File: src/rtl/serial_subtractor4bit_pkg.sv
`default_nettype none
// ============================================================================
// serial_subtractor4bit_pkg : shared state encoding and helpers for the
//                             bit-serial subtract path.
// Revision 1.0
// ============================================================================
package serial_subtractor4bit_pkg;

    typedef enum logic [1:0] {
        ST_IDLE  = 2'd0,
        ST_SHIFT = 2'd1,
        ST_DONE  = 2'd2
    } state_e;

    // Counter must reach WIDTH-1; one spare bit keeps the compare simple.
    function automatic int cnt_width(input int width);
        return $clog2(width) + 1;
    endfunction

endpackage
`default_nettype wire

File: src/rtl/serial_subtractor4bit_full_subtractor.sv
`default_nettype none
// ============================================================================
// full_subtractor : 1-bit combinational subtract cell, diff = x - y - bin.
// Revision 1.0
// ============================================================================
module full_subtractor (
    input  logic x,
    input  logic y,
    input  logic bin,
    output logic diff,
    output logic bout
);

    assign diff = x ^ y ^ bin;
    assign bout = (~x & y) | (~(x ^ y) & bin);

endmodule
`default_nettype wire

File: src/rtl/serial_subtractor4bit.sv
`default_nettype none
// ============================================================================
// serial_subtractor4bit : d = a - b - b_input, one bit per clock, LSB first,
//                         with start/busy/done handshake.
// Revision 1.0
// ============================================================================
module serial_subtractor4bit
    import serial_subtractor4bit_pkg::*;
#(
    parameter int WIDTH = 4
) (
    input  logic             clk,
    input  logic             rst,
    input  logic             start,
    input  logic [WIDTH-1:0] a,
    input  logic [WIDTH-1:0] b,
    input  logic             b_input,
    output logic [WIDTH-1:0] d,
    output logic             b_output,
    output logic             overflow,
    output logic             busy,
    output logic             done
);

    localparam int CNT_W = cnt_width(WIDTH);
    localparam logic [CNT_W-1:0] CNT_ONE  = CNT_W'(1);
    localparam logic [CNT_W-1:0] CNT_LAST = CNT_W'(WIDTH - 1);

    state_e           state_q, state_d;
    logic [WIDTH-1:0] a_sh_q, a_sh_d;
    logic [WIDTH-1:0] b_sh_q, b_sh_d;
    logic [WIDTH-1:0] res_q, res_d;
    logic [CNT_W-1:0] cnt_q, cnt_d;
    logic             br_q, br_d;
    logic             a_msb_q, a_msb_d;
    logic             b_msb_q, b_msb_d;
    logic [WIDTH-1:0] d_q, d_d;
    logic             bout_q, bout_d;
    logic             ovf_q, ovf_d;

    logic             w_diff;
    logic             w_bout;
    logic [WIDTH-1:0] w_res_shift;

    full_subtractor u_cell (
        .x    (a_sh_q[0]),
        .y    (b_sh_q[0]),
        .bin  (br_q),
        .diff (w_diff),
        .bout (w_bout)
    );

    // Each new difference bit enters at the MSB so bit 0 lands in place last.
    assign w_res_shift = {w_diff, res_q[WIDTH-1:1]};

    always_comb begin
        state_d = state_q;
        a_sh_d  = a_sh_q;
        b_sh_d  = b_sh_q;
        res_d   = res_q;
        cnt_d   = cnt_q;
        br_d    = br_q;
        a_msb_d = a_msb_q;
        b_msb_d = b_msb_q;
        d_d     = d_q;
        bout_d  = bout_q;
        ovf_d   = ovf_q;

        case (state_q)
            ST_IDLE: begin
                if (start) begin
                    a_sh_d  = a;
                    b_sh_d  = b;
                    br_d    = b_input;
                    a_msb_d = a[WIDTH-1];
                    b_msb_d = b[WIDTH-1];
                    res_d   = '0;
                    cnt_d   = '0;
                    state_d = ST_SHIFT;
                end
            end
            ST_SHIFT: begin
                a_sh_d = a_sh_q >> 1;
                b_sh_d = b_sh_q >> 1;
                br_d   = w_bout;
                res_d  = w_res_shift;
                cnt_d  = cnt_q + CNT_ONE;
                if (cnt_q == CNT_LAST) begin
                    d_d     = w_res_shift;
                    bout_d  = w_bout;
                    ovf_d   = (a_msb_q != b_msb_q) && (w_res_shift[WIDTH-1] != a_msb_q);
                    state_d = ST_DONE;
                end
            end
            ST_DONE: begin
                state_d = ST_IDLE;
            end
            default: begin
                state_d = ST_IDLE;
            end
        endcase
    end

    always_ff @(posedge clk) begin
        if (rst) begin
            state_q <= ST_IDLE;
            a_sh_q  <= '0;
            b_sh_q  <= '0;
            res_q   <= '0;
            cnt_q   <= '0;
            br_q    <= 1'b0;
            a_msb_q <= 1'b0;
            b_msb_q <= 1'b0;
            d_q     <= '0;
            bout_q  <= 1'b0;
            ovf_q   <= 1'b0;
        end else begin
            state_q <= state_d;
            a_sh_q  <= a_sh_d;
            b_sh_q  <= b_sh_d;
            res_q   <= res_d;
            cnt_q   <= cnt_d;
            br_q    <= br_d;
            a_msb_q <= a_msb_d;
            b_msb_q <= b_msb_d;
            d_q     <= d_d;
            bout_q  <= bout_d;
            ovf_q   <= ovf_d;
        end
    end

    assign d        = d_q;
    assign b_output = bout_q;
    assign overflow = ovf_q;
    assign busy     = (state_q == ST_SHIFT);
    assign done     = (state_q == ST_DONE);

endmodule
`default_nettype wire

File: config.mk
export PLATFORM = sky130hd
export DESIGN_NAME = serial_subtractor4bit
export DESIGN_NICKNAME = d
export VERILOG_FILES = /design/src/rtl/serial_subtractor4bit_pkg.sv /design/src/rtl/serial_subtractor4bit_full_subtractor.sv /design/src/rtl/serial_subtractor4bit.sv
export SDC_FILE = /design/constraint.sdc
export NUM_CORES = 1
export LEC_CHECK = 0
export CORE_MARGIN = 5
export CORE_UTILIZATION = 48
export CTS_BUF_LIST = sky130_fd_sc_hd__clkbuf_2 sky130_fd_sc_hd__clkbuf_4 sky130_fd_sc_hd__clkbuf_8
export DETAILED_ROUTE_END_ITERATION = 16
export PLACE_DENSITY_LB_ADDON = 0.25
export SYNTH_ARGS = -nofsm -noshare
export SYNTH_HDL_FRONTEND = slang
export SYNTH_SLANG_ARGS = --single-unit
File: constraint.sdc
create_clock -name clk -period 1.4 [get_ports clk]
set_clock_uncertainty 0.15 [all_clocks]
set_input_delay 0.28 -clock clk [delete_from_list [all_inputs] [get_ports clk]]
set_output_delay 0.28 -clock clk [all_outputs]
set_load 0.005 [all_outputs]
# After elaboration in Yosys (flattened, before gate mapping)
# Cells that the tools add are included.
[op_classes]
add_sub_neg = 1
multipliers = 0
div_mod_pow = 0
order_cmp = 0
eq_ne = 7
n_shift = 0
n_mux = 13
n_bitwise = 7
reduce_logical = 7
[ops]
columns = ["op", "count"]
rows = [
  ["case mux 4 bit (2 select lines)", 3],
  ["two-way mux 4 bit", 3],
  ["AND reduction 2 bit", 4],
  ["case mux 3 bit (2 select lines)", 1],
  ["two-way mux 2 bit", 2],
  ["case mux 2 bit (2 select lines)", 1],
  ["adder 3 x 1 -> 3 bit (second input constant)", 1],
  ["== test 3 x 2 -> 1 bit (second input constant)", 1],
  ["two-way mux 3 bit", 1],
  ["AND 1 bit", 2],
  ["== test 2 x 1 -> 1 bit (second input constant)", 1],
  ["== test 2 bit (second input constant)", 1],
  ["zero test 2 bit", 1],
  ["!= test 1 bit", 2],
  ["!= test 2 x 1 -> 1 bit (second input constant)", 1],
  ["!= test 2 bit (second input constant)", 1],
  ["NOT 1 bit", 2],
  ["case mux 1 bit (2 select lines)", 1],
  ["nonzero test 2 bit", 1],
  ["bitwise XOR 1 bit", 2],
  ["logical AND 1 bit", 1],
  ["two-way mux 1 bit", 1],
  ["bitwise OR 1 bit", 1],
]
[word_totals]
ff_bits = 26
latchBits = 0
ram_bits = 0
romBits = 0
input_bits = 12
out_inout_bits = 8
wordCells = 46
mem_count = 0

# Depth between registers and ports, before layout
[depth]
ltp_word = 5
mapped_depth = 5
depth_no_buf = 5

# By module
# From an unflattened synthesis, not the netlist that was laid out.
[hier_totals]
cells_unflattened = 110
hier_area_um2 = 1139.8
[modules_own_cells]
columns = ["mod", "n_inst", "cells_per_inst", "area_each_um2", "seq_area_each_um2"]
rows = [
  ["serial_subtractor4bit", 1, 106, 1108.6, 500.5],
  ["full_subtractor", 1, 4, 31.3, 0.0],
]

# Least setup slack after synthesis
# Ideal clock, no wire load.
[synth_timing]
path_kind = "register to register"
from = "register br_q"
to = "register ovf_q, in the netlist overflow"
setup_ns = 0.086
arrival_time_ns = 1.243
required_ns = 1.164
setup_slack_ns = -0.079
stages_incl_launch_ff = 6
path_buffers = 0
synth_period_minus_slack_ns = 1.479
cell_sequence = "dfxtp_1 -> inv_1 -> fa_1 -> nor2_1 -> a21oi_1 -> a211oi_1"
[synth_between]
elab_chain_len = 3
[synth_lines]
columns = ["element", "line", "text"]
rows = [
  ["start: declaration", "serial_subtractor4bit.sv:34", "logic br_q, br_d;"],
  ["start signal: assignment", "serial_subtractor4bit.sv:123", "br_q <= br_d;"],
  ["bitwise XOR 1 bit", "serial_subtractor4bit_full_subtractor.sv:14", "assign diff = x ^ y ^ bin;"],
  ["named net u_cell.diff", "serial_subtractor4bit_full_subtractor.sv:10", "output logic diff,"],
  ["!= test 1 bit", "serial_subtractor4bit.sv:91", "ovf_d = (a_msb_q != b_msb_q) && (w_res_shift[WIDTH-1] != a_msb_q);"],
  ["logical AND 1 bit", "serial_subtractor4bit.sv:91", ""],
  ["end signal: assignment", "serial_subtractor4bit.sv:128", "ovf_q <= ovf_d;"],
  ["end: declaration", "serial_subtractor4bit.sv:39", "logic ovf_q, ovf_d;"],
]
# The timed path passes the listed nets, and every way through them passes these cells.
# A chain may end at the register's enable or synchronous reset.

# Final worst setup path
[layout_timing]
from = "register b_sh_q[0]"
to = "register ovf_q, in the netlist overflow"
[layout_between]
elab_chain_len = 4
[layout_lines]
columns = ["element", "line", "text"]
rows = [
  ["start: declaration", "serial_subtractor4bit.sv:31", "logic [WIDTH-1:0] b_sh_q, b_sh_d;"],
  ["start signal: assignment", "serial_subtractor4bit.sv:120", "b_sh_q <= b_sh_d;"],
  ["bitwise XOR 1 bit (2 in series)", "serial_subtractor4bit_full_subtractor.sv:14", ""],
  ["named net u_cell.diff", "serial_subtractor4bit_full_subtractor.sv:10", ""],
  ["!= test 1 bit", "serial_subtractor4bit.sv:91", ""],
  ["logical AND 1 bit", "serial_subtractor4bit.sv:91", ""],
]
# The timed path passes the listed nets, and every way through them passes these cells.

==> out/metrics.csv <==
metric;value;unit
cts_tree;yes;
synth_xor_area_share;0;%
irDropWorstVdd;0.8081;mV
slew-limit-headroom;73.59;%
hp-class;reg2reg;
synth_fa_ha_area_share;4.022;%
drt-total-wl;2733;um
die_area;3399;um^2
antenna_found_initial;0;
ant_nets;0;
leakagePower;0.6908;nW
postSynthAreaPerCell;9.910;um^2
slowest_stage;fa_2;
ys_types;33;
synth.largest_area_cell;dfxtp_1;
pin_count;20;
ys_seq_area_share;44.69;%
grt_pass1_wl;4174;um
grt_pass1_vias;940;
fill_cells;170;
worst_slew_pin_slew;0.3955;ns
slew_viol_final;0;
ys_warn_count;0;
period_share;111.7;%
layout.nets;167;
outcome;complete, but fails checks;
overflow;0;
final_cells;179;
synth_edf_count;0;
path_delay_family;adder cells;
cp-end-kind;flip-flop;
fmax;0.6396;GHz
cp.required;1.49;ns
path_class;reg2reg;
drc;0;
htree_num_levels;1;
hpwl;1749;um
worst-path-stages;4;
max_stage_delay;0.62;ns
cts.sinks;25;
path_clk_slew;0.14;ns
yosys.area_share.simple;14.19;%
cts_buffers;3;
wire_per_inst;15.27;um
synth_flop_cell;dfxtp_1;
layout.area.seq;516.7;um^2
drive_gt1_share;47.68;%
async_reset_ff_share;0;%
crit_path_start_kind;flip-flop;
dr.pass1.iters;4;
min_path_cells;2;
cp_max_fo;3;
place_congestion;0.7682;
row_count;17;
arrival;1.65;ns
synth_most_common_cell;dfxtp_1;
synth_compound_area_share;23.46;%
maxCapViolCount;0;
yosys.area.top_type_share;44.69;%
grt_max_degree;15;
path_cells;inv_2 -> fa_2 -> nand3b_1 -> a211oi_2;
start_util;50.62;%
clk_latency;0.33;ns
tns;-0.5708;ns
first_iter_violations;15;
synthToLayoutAreaGrowth;44.58;%
cts_buffer_depth;2;
io_buffer_count;19;
ys_seq_elements;25;
root_buffer;clkbuf_4;
rsz0062_at_grt;true;
r2r_cells;4;
place_inst;165;
synth_cells;113;
die-height;58.30;um
core_area;2212;um^2
synthTopCellsByArea;dfxtp_1 (45%), mux2i_1 (6.3%), a211oi_2 (5.6%);
grtUsageTotal;15.78;%
die_w;58.30;um
vias_per_cell;5.458;
n_antenna_cell;0;
synthMuxAreaShare;6.257;%
finalHoldViolations;0;
syn-num-nets;128;
cellPowerDensity;870.3;nW/um^2
min_period;1.564;ns
syn_area;1120;um^2
num_vias;977;
setup_viol;5;
violations;setup timing;
timing.final.ws_setup;-0.1636;ns
crit_buf_inv;1;
multi_input_area;641.9;um^2
synth_common_cells;dfxtp_1 (25), nor2_1 (12), a21oi_1 (11);
synth_top_family_by_area;compound AO/OA/AOI/OAI gates;
worst paths after layout:
check | startpoint | endpoint | slack (ns)
worst min-delay path | d[1] | d[1] | 0.31
worst max register to register | b_sh_q[0] | overflow | -0.16
worst min register to register | d[1] | d[1] | 0.31
worst max-delay path | b_sh_q[0] | overflow | -0.16
through the flow:
step	setup slack [ns]	instance area, um^2	utilization (%)	hold slack, ns	power (mW)
floorplan	-0.04229	1130	-	0.2890	0.9347
CTS	-0.1846	1510	68.27	0.3096	1.380
global route	-0.2364	1619	73.19	0.3255	1.472
finish	-0.1636	1619	73.19	0.3084	1.409
detailed placement	-0.3503	1401	63.35	0.2995	1.031
global placement	-0.2939	1401	63.35	0.2941	1.016
report_power, final:
part           internal [mW]  switching [mW]  total (mW)
Clock                  0.107           0.220       0.327
Combinational          0.165           0.143       0.308
Sequential             0.747          0.0280       0.775
state kept, by name, indices dropped and copies added, names as in the netlist:
| signal | cells |
|---|---|
| a_sh_q | 4 |
| b_sh_q | 4 |
| d | 4 |
| cnt_q | 3 |
| res_q | 3 |
| state_q | 2 |
| a_msb_q | 1 |
| b_msb_q | 1 |
| b_output | 1 |
| br_q | 1 |
| overflow | 1 |
placed cells by master (no fill, tap or decap), types with 4 or more instances in the layout:
master	count
a211oi_2	7
a21oi_1	10
buf_4	17
clkdlybuf4s50_1	10
dfxtp_1	14
dfxtp_2	10
dlygate4sd2_1	6
inv_2	4
mux2i_1	6
nand2_1	5
nor2_1	11
nor2_2	5
cell type report:
type / instances / share of cell area, %
Sequential cell: 25 / 31.92
Clock inverter: 1 / 0.3091
Inverter: 7 / 1.623
Clock buffer: 3 / 1.391
Timing Repair Buffer: 40 / 22.95
Multi-Input combinational cell: 75 / 39.64
Tap cell: 28 / 2.164
what timing repair did:
item	in CTS	in global routing
pin swaps	3	7
setup buffers	5	4
hold buffers	0	0
endpoints found under the hold margin	0	0
setup endpoints to repair	13	23
gates cloned	1	0
resized for setup	31	23
per-layer routing:
layer | GRT usage, % | share of wire, % | up-vias
met2 | 26.79 | 52 | 26
met5 | 0 | 0 | -
li1 | - | - | 474
met4 | 6.623 | 1.5 | 0
met1 | 19.08 | 41 | 473
met3 | 3.509 | 5.7 | 4
worst min-delay path, cell delays in order, from the launching register on:
cell	delay (ns)
dfxtp_2	0.34
nand2_1	0.04
a21oi_1	0.05
kinds of logic (layout without fill, tap and decap cells):
kind of cell / after synthesis / after routing
AO/OA/AOI/OAI: 34 / 35
adder cells (fa/ha/maj): 3 / 3
buffers and inverters: 14 / 51
flip-flops: 25 / 25
multiplexers: 7 / 7
AND/OR/NAND/NOR: 30 / 30
Power figures use the tool's default switching activity.
